===== src/rtl/clk_ctl_gen.sv =====
// clk_ctl_gen: EBOX clock control. Produces single-clk clock *enables* for the
// EBOX datapath channels under diagnostic function control: rate prescaler,
// run / single-step / conditional-step / burst modes, per-cycle stretch,
// MBOX stall handling, channel disable mask and error stop. No derived clocks.
module clk_ctl_gen #(
   parameter int NCHAN   = 3,   // gated datapath channels (1..BURST_W)
   parameter int BURST_W = 8,   // burst counter / load data width
   parameter int RATE_W  = 2,   // prescaler rate select width (<= BURST_W)
   parameter int TIME_W  = 2    // cycle-stretch select width
) (
   input  logic               clk,
   input  logic               FPGA_RESET_N,
   input  logic               func_valid,
   input  logic [2:0]         func_code,
   input  logic               ld_valid,
   input  logic [1:0]         ld_sel,
   input  logic [BURST_W-1:0] ld_data,
   input  logic [TIME_W-1:0]  time_sel,
   input  logic               mbox_wait,
   input  logic               mbox_resp,
   input  logic               error_in,
   output logic               mr_reset,
   output logic               running,
   output logic               ebox_clk_en,
   output logic [NCHAN-1:0]   chan_en,
   output logic               ebox_sync,
   output logic [BURST_W-1:0] burst_count,
   output logic               error_stop
);

   typedef enum logic [2:0] {
      S_IDLE,
      S_RUN,
      S_STEP,
      S_BURST,
      S_ERRSTOP
   } state_t;

   typedef enum logic [2:0] {
      F_STOP      = 3'd0,
      F_START     = 3'd1,
      F_SS        = 3'd2,
      F_COND_SS   = 3'd3,
      F_BURST     = 3'd4,
      F_CLR_RESET = 3'd5,
      F_SET_RESET = 3'd6,
      F_NOP       = 3'd7
   } func_t;

   typedef enum logic [1:0] {
      L_BURST  = 2'd0,
      L_RATE   = 2'd1,
      L_MASK   = 2'd2,
      L_ERR_EN = 2'd3
   } ld_t;

   // ---------------------------------------------------------------------
   // State registers
   // ---------------------------------------------------------------------
   state_t               state_q,     state_d;
   logic [RATE_W-1:0]    presc_q,     presc_d;
   logic [RATE_W-1:0]    rate_pend_q, rate_pend_d;   // last loaded rate_sel
   logic [RATE_W-1:0]    rate_act_q,  rate_act_d;    // rate the prescaler uses
   logic                 in_cyc_q,    in_cyc_d;      // first tick already taken
   logic [TIME_W-1:0]    tcnt_q,      tcnt_d;        // ticks taken this cycle
   logic [TIME_W-1:0]    time_lat_q,  time_lat_d;    // time_sel for this cycle
   logic [BURST_W-1:0]   burst_q,     burst_d;
   logic [NCHAN-1:0]     mask_q,      mask_d;
   logic                 err_en_q,    err_en_d;
   logic                 mr_reset_q,  mr_reset_d;
   logic                 running_q,   running_d;
   logic                 err_stop_q,  err_stop_d;
   logic                 clk_en_q,    clk_en_d;
   logic [NCHAN-1:0]     chan_en_q,   chan_en_d;
   logic                 sync_q,      sync_d;

   // ---------------------------------------------------------------------
   // Decoded strobes and per-clk cycle events
   // ---------------------------------------------------------------------
   logic run_now;    // current state issues EBOX cycles
   logic tick;       // prescaler terminal count this clk
   logic attempt;    // this tick is the completing tick of the cycle
   logic stall;      // completion held off by MBOX
   logic done;       // cycle completes this clk (before suppression)
   logic stop;       // STOP function this clk
   logic err;        // fatal error that stops the clock this clk
   logic fire;       // enable issued this clk
   logic first;      // first tick of a new EBOX cycle
   logic ld_burst, ld_rate, ld_mask, ld_err_en;

   // Decode the current clk's events from registered state and inputs.
   always_comb begin
      run_now   = (state_q == S_RUN) || (state_q == S_STEP) || (state_q == S_BURST);
      tick      = run_now && (presc_q == rate_act_q);
      // A cycle completes on tick number time_sel+1; the first tick of a cycle
      // compares against the live time_sel since nothing is latched yet.
      attempt   = tick && (in_cyc_q ? (tcnt_q == time_lat_q) : (time_sel == '0));
      // mr_reset held high keeps the EBOX moving even if the MBOX looks busy.
      stall     = attempt && mbox_wait && !mbox_resp && !mr_reset_q;
      done      = attempt && !stall;
      stop      = func_valid && (func_t'(func_code) == F_STOP);
      err       = run_now && error_in && err_en_q;
      fire      = done && !stop && !err;
      first     = tick && !in_cyc_q && !stop && !err;
      ld_burst  = ld_valid && (ld_t'(ld_sel) == L_BURST);
      ld_rate   = ld_valid && (ld_t'(ld_sel) == L_RATE);
      ld_mask   = ld_valid && (ld_t'(ld_sel) == L_MASK);
      ld_err_en = ld_valid && (ld_t'(ld_sel) == L_ERR_EN);
   end

   // Next-state logic for the mode FSM and all control registers.
   always_comb begin
      // NOTE: every signal assigned here gets a default first, so no path can
      // leave one unassigned and infer a latch.
      state_d     = state_q;
      presc_d     = presc_q;
      rate_pend_d = rate_pend_q;
      rate_act_d  = rate_act_q;
      in_cyc_d    = in_cyc_q;
      tcnt_d      = tcnt_q;
      time_lat_d  = time_lat_q;
      burst_d     = burst_q;
      mask_d      = mask_q;
      err_en_d    = err_en_q;
      mr_reset_d  = mr_reset_q;

      // Mode transitions: STOP beats error, error beats other functions.
      if (stop) begin
         state_d = S_IDLE;
      end else if (err) begin
         state_d = S_ERRSTOP;
      end else begin
         unique case (state_q)
            S_IDLE: begin
               if (func_valid) begin
                  case (func_t'(func_code))
                     F_START:   state_d = S_RUN;
                     F_SS:      state_d = S_STEP;
                     F_COND_SS: if (!mbox_wait) state_d = S_STEP;
                     F_BURST:   if (burst_q != '0) state_d = S_BURST;
                     default:   state_d = S_IDLE;
                  endcase
               end
            end
            S_STEP:  if (fire) state_d = S_IDLE;
            S_BURST: if (fire && (burst_q == BURST_W'(1))) state_d = S_IDLE;
            default: state_d = state_q;
         endcase
      end

      running_d  = (state_d == S_RUN) || (state_d == S_STEP) || (state_d == S_BURST);
      err_stop_d = (state_d == S_ERRSTOP);

      // Master reset register follows its own functions regardless of mode.
      if (func_valid && (func_t'(func_code) == F_CLR_RESET)) mr_reset_d = 1'b0;
      if (func_valid && (func_t'(func_code) == F_SET_RESET)) mr_reset_d = 1'b1;

      // Register loads; the function above already used the pre-load values.
      if (ld_rate)   rate_pend_d = ld_data[RATE_W-1:0];
      if (ld_mask)   mask_d      = ld_data[NCHAN-1:0];
      if (ld_err_en) err_en_d    = ld_data[0];

      // Burst count: decrement per issued burst enable; loads are locked out
      // while a burst is in flight so the count cannot be disturbed.
      if ((state_q == S_BURST) && fire) begin
         burst_d = burst_q - BURST_W'(1);
      end else if (ld_burst && (state_q != S_BURST)) begin
         burst_d = ld_data;
      end

      // A new rate only takes hold when the prescaler is at its wrap point
      // (or idle), so a running count never overshoots the new terminal value.
      if (!run_now || tick) rate_act_d = rate_pend_d;

      // Prescaler and EBOX cycle tracking.
      if (!running_d) begin
         presc_d  = '0;
         in_cyc_d = 1'b0;
         tcnt_d   = '0;
      end else if (run_now) begin
         if (tick) begin
            presc_d = '0;
            if (!in_cyc_q) time_lat_d = time_sel;
            if (done) begin
               in_cyc_d = 1'b0;
               tcnt_d   = '0;
            end else if (stall) begin
               // Hold the tick count so the completion is retried next tick.
               in_cyc_d = 1'b1;
            end else begin
               in_cyc_d = 1'b1;
               tcnt_d   = tcnt_q + TIME_W'(1);
            end
         end else begin
            presc_d = presc_q + RATE_W'(1);
         end
      end

      clk_en_d  = fire;
      chan_en_d = fire ? ~mask_q : '0;
      sync_d    = first;
   end

   // Clock all state and registered outputs; synchronous active-low reset.
   always_ff @(posedge clk) begin
      // NOTE: sequential state uses non-blocking assignments only, so every
      // register samples the pre-edge value of every other register.
      if (!FPGA_RESET_N) begin
         state_q     <= S_IDLE;
         presc_q     <= '0;
         rate_pend_q <= '0;
         rate_act_q  <= '0;
         in_cyc_q    <= 1'b0;
         tcnt_q      <= '0;
         time_lat_q  <= '0;
         burst_q     <= '0;
         mask_q      <= '0;
         err_en_q    <= 1'b0;
         mr_reset_q  <= 1'b1;
         running_q   <= 1'b0;
         err_stop_q  <= 1'b0;
         clk_en_q    <= 1'b0;
         chan_en_q   <= '0;
         sync_q      <= 1'b0;
      end else begin
         state_q     <= state_d;
         presc_q     <= presc_d;
         rate_pend_q <= rate_pend_d;
         rate_act_q  <= rate_act_d;
         in_cyc_q    <= in_cyc_d;
         tcnt_q      <= tcnt_d;
         time_lat_q  <= time_lat_d;
         burst_q     <= burst_d;
         mask_q      <= mask_d;
         err_en_q    <= err_en_d;
         mr_reset_q  <= mr_reset_d;
         running_q   <= running_d;
         err_stop_q  <= err_stop_d;
         clk_en_q    <= clk_en_d;
         chan_en_q   <= chan_en_d;
         sync_q      <= sync_d;
      end
   end

   assign mr_reset    = mr_reset_q;
   assign running     = running_q;
   assign ebox_clk_en = clk_en_q;
   assign chan_en     = chan_en_q;
   assign ebox_sync   = sync_q;
   assign burst_count = burst_q;
   assign error_stop  = err_stop_q;

endmodule

===== config.mk =====
export PLATFORM = sky130hd
export DESIGN_NAME = clk_ctl_gen
export DESIGN_NICKNAME = d
export VERILOG_FILES = /design/src/rtl/clk_ctl_gen.sv
export SDC_FILE = /design/constraint.sdc
export NUM_CORES = 1
export LEC_CHECK = 0
export ABC_AREA = 1
export CELL_PAD_IN_SITES_DETAIL_PLACEMENT = 1
export CELL_PAD_IN_SITES_GLOBAL_PLACEMENT = 1
export CORE_UTILIZATION = 35
export CTS_CLUSTER_SIZE = 16
export DETAILED_ROUTE_END_ITERATION = 16
export PLACE_DENSITY_LB_ADDON = 0.1
export SLEW_MARGIN = 15
export SYNTH_ARGS = -nofsm -noshare
export SYNTH_HDL_FRONTEND = slang
export SYNTH_SLANG_ARGS = --single-unit

===== constraint.sdc =====
create_clock -name clk -period 2.6 [get_ports clk]
set_clock_uncertainty 0.2 [all_clocks]
set_input_delay 0.78 -clock clk [delete_from_list [all_inputs] [get_ports clk]]
set_output_delay 0.78 -clock clk [all_outputs]
set_load 0.02 [all_outputs]

==> flow_summary.toml <==
[global_route]
grt_pass1_vias = 1781
track_usage_pct = 19.2
grt_pass1_wl_mm = 8.11
antenna_found_initial = 0
globalRoute.totalOverflow = 0
grt_start_max_net_pins = 13

[cts]
cts_buffers = 5
htreeDepth = 2
postCtsSetupRepairBufs = 0
clkLatencyLatePin_ps = 290
cts_tree = "yes"
cts.sinks = 34
cts_max_path_buffers = 2
clkSlewWorstSetupHoldPaths_ps = 70
cts_resized = 0
hold_buffers = 0
cts.root.buffer_cell = "clkbuf_8"

[sta]
slew_violations = 0
max_freq_mhz = 412
post-route-period-util_pct = 93.3
hold_viol = 0
rsz0062_at_grt = "false"
relSlewSlack_pct = 71.6
finalHoldWorstSlack_ps = 211
min_period_ps = 2430
setup_violations = 0
worst_pin_slew_ps = 421

[hold_path]
hp-class = "reg2reg"
hp-start = "mask_q[0]"
min_to = "chan_en[0]"
whs_path_depth = 1

[power_and_ir_drop]
p_sw_uw = 355
seqPwrFrac_pct = 46.2
power.leakage_nw = 1.07
vdd_drop_max_mv = 0.307
comb_power_share_pct = 21.2
clkPwrFrac_pct = 32.5
p_total_mw = 1.20
p_int_uw = 842
power_density_nw_per_um2 = 477
p_sw_share_pct = 29.7

[route]
detail-route-antenna-nets = 0
num_vias = 1779
detail_route.iter0.violations = 39
via_per_inst = 4.67
avgRoutedWirePerCell_um = 12.6
finalWirelength_mm = 4.80
drc = 0
first_pass_iters = 4

[setup_path]
required_ps = 2580
cp.depth = 14
path_cells = "clkdlybuf4s50_1, inv_2, nand2_1, nor2_2, nor2_4, nand3_2, a21oi_2, nand3_2, nand2_2, nand2_4, nand3_4, inv_2, nand2_2, nor2_1"
arrival_ps = 2400
end_kind = "flop"
rrSetupSlack_ps = 510
worstSetupStartpointType = "input pin"
slowest_stage = "clkdlybuf4s50_1"
crit_type = "in2reg"
cp_top_family = "simple AND/OR/NAND/NOR gates"
crit_fanout = 5
critPathMaxStageDelay_ps = 500
r2r_start = "burst_count[0]"
crit_buf_inv = 3
reg2reg_to = "tcnt_q[1]"
reg2reg_depth = 15

[logic_synthesis]
synth_seq_cells = 34
synth_common_cells = "42 x nand2_1, 34 x dfxtp_1, 32 x inv_1, 23 x nor2_1, 21 x a21oi_1"
postSynthCellCount = 250
syn_nets = 274
synth_ff_type = "dfxtp_1"
netlist-cell-type-count = 36
synth.most_common_cell = "nand2_1"
yosysTopAreaCell = "dfxtp_1"
synth_warnings = 0
synth_top_area_share_pct = 37.1
synth-seq-area-share_pct = 37.1
avgSynthCellArea_um2 = 7.35
synthTopCellsByArea = "dfxtp_1 37%, nand2_1 8.6%, inv_1 6.5%"
netlist_area_um2 = 1840
async_reset_ff_share_pct = 0
synth_edf_count = 0

[final_layout]
n_antenna_cell = 0
fin_util_pct = 49.5
fillCellCount = 654
nets = 334
syn_to_final_growth_pct = 36.7
drive_above_1_share_pct = 21.2

[floorplan]
die_x_um = 74.4
rows = 26
dieArea_um2 = 5540
ios = 38
initial_core_util_pct = 36.2
coreArea_um2 = 5070
die-height_um = 74.4

[job]
maxCapViolations = 0

[place]
port_buffers = 37
gp_congestion = 0.791
dp_hpwl_mm = 3.86

[status]
status = "complete, no violations"
==> per-stage QoR <==
| stage | area [µm²] | worst slack [ps] | TNS (ps) | cells |
|---|---|---|---|---|
| after floorplan | 1840 | 492 | 0 | 250 |
| after global placement | 2420 | -61.8 | -481 | 373 |
| after detailed placement | 2420 | -123 | -1070 | 373 |
| after CTS | 2510 | 163 | 0 | 381 |
| after global routing | 2510 | 18.0 | 0 | 381 |
| final | 2510 | 173 | 0 | 381 |
==> layout by cell type, fill, tap and decap left out, types with 2 or more instances in the layout <==
master | netlist | layout
nand2_1 | 42 | 42
clkdlybuf4s50_1 | 0 | 37
dfxtp_1 | 34 | 34
inv_1 | 32 | 32
nor2_1 | 23 | 23
a21oi_1 | 21 | 21
buf_4 | 0 | 18
nand3_1 | 14 | 14
o21ai_0 | 11 | 11
inv_2 | 10 | 10
xor2_1 | 6 | 6
nor2_2 | 5 | 5
nor2_4 | 5 | 5
nor3_1 | 5 | 5
clkbuf_8 | 0 | 5
nand4_1 | 4 | 4
o21ai_1 | 4 | 4
nand2_2 | 4 | 4
nand3_2 | 3 | 3
o22ai_1 | 3 | 3
nand3_4 | 2 | 2
inv_4 | 2 | 2
nand2_4 | 2 | 2
a221oi_2 | 2 | 2
ha_1 | 2 | 2
==> registers in the layout, indices dropped and copies added (netlist names), 2 cells and up <==
name	flops
burst_count	8
chan_en	3
mask_q	3
state_q	3
presc_q	2
rate_act_q	2
rate_pend_q	2
tcnt_q	2
time_lat_q	2
==> area by class of cell <==
type	instances	area, µm²	share of cell area (%)
Timing Repair Buffer	55	505	20.1
Tap cell	70	87.6	3.49
Multi-Input combinational cell	170	977	38.9
Clock buffer	5	68.8	2.74
Inverter	44	170	6.78
Clock inverter	3	21.3	0.847
Sequential cell	34	681	27.1
==> routing by layer <==
metal | part of all wire, % | GRT usage [%]
met2 | 46 | 30.7
met4 | 1.2 | 5.03
met1 | 50 | 26.6
met3 | 2.4 | 3.66
met5 | 0 | 0
==> power by group through the flow <==
| stage | logic (mW) | clock network (mW) | registers, mW |
|---|---|---|---|
| after floorplan | 0.143 | 0 | 0.575 |
| after global placement | 0.251 | 0 | 0.566 |
| after detailed placement | 0.255 | 0 | 0.566 |
| after CTS | 0.257 | 0.411 | 0.554 |
| after global routing | 0.284 | 0.427 | 0.556 |
| final | 0.254 | 0.390 | 0.553 |
==> cells by family (layout without fill, tap and decap cells) <==
| kind of cell | Yosys count | after routing | synth area share [%] |
|---|---|---|---|
| compound gates | 45 | 45 | 14.2 |
| xor+xnor | 8 | 8 | 4.22 |
| fa+ha+maj | 2 | 2 | 1.36 |
| buf+inv | 46 | 107 | 9.74 |
| flops | 34 | 34 | 37.1 |
| simple gates | 115 | 115 | 33.4 |
==> worst max path at each step <==
stage                             from            end
after floorplan              mbox_resp  time_lat_q[0]
after CTS                    mbox_wait      tcnt_q[1]
after global routing         mbox_wait  time_lat_q[1]
final                     func_code[1]      tcnt_q[1]
after global placement       mbox_wait      tcnt_q[1]
after detailed placement     mbox_wait      tcnt_q[1]
(Power assumes the default switching activity.)
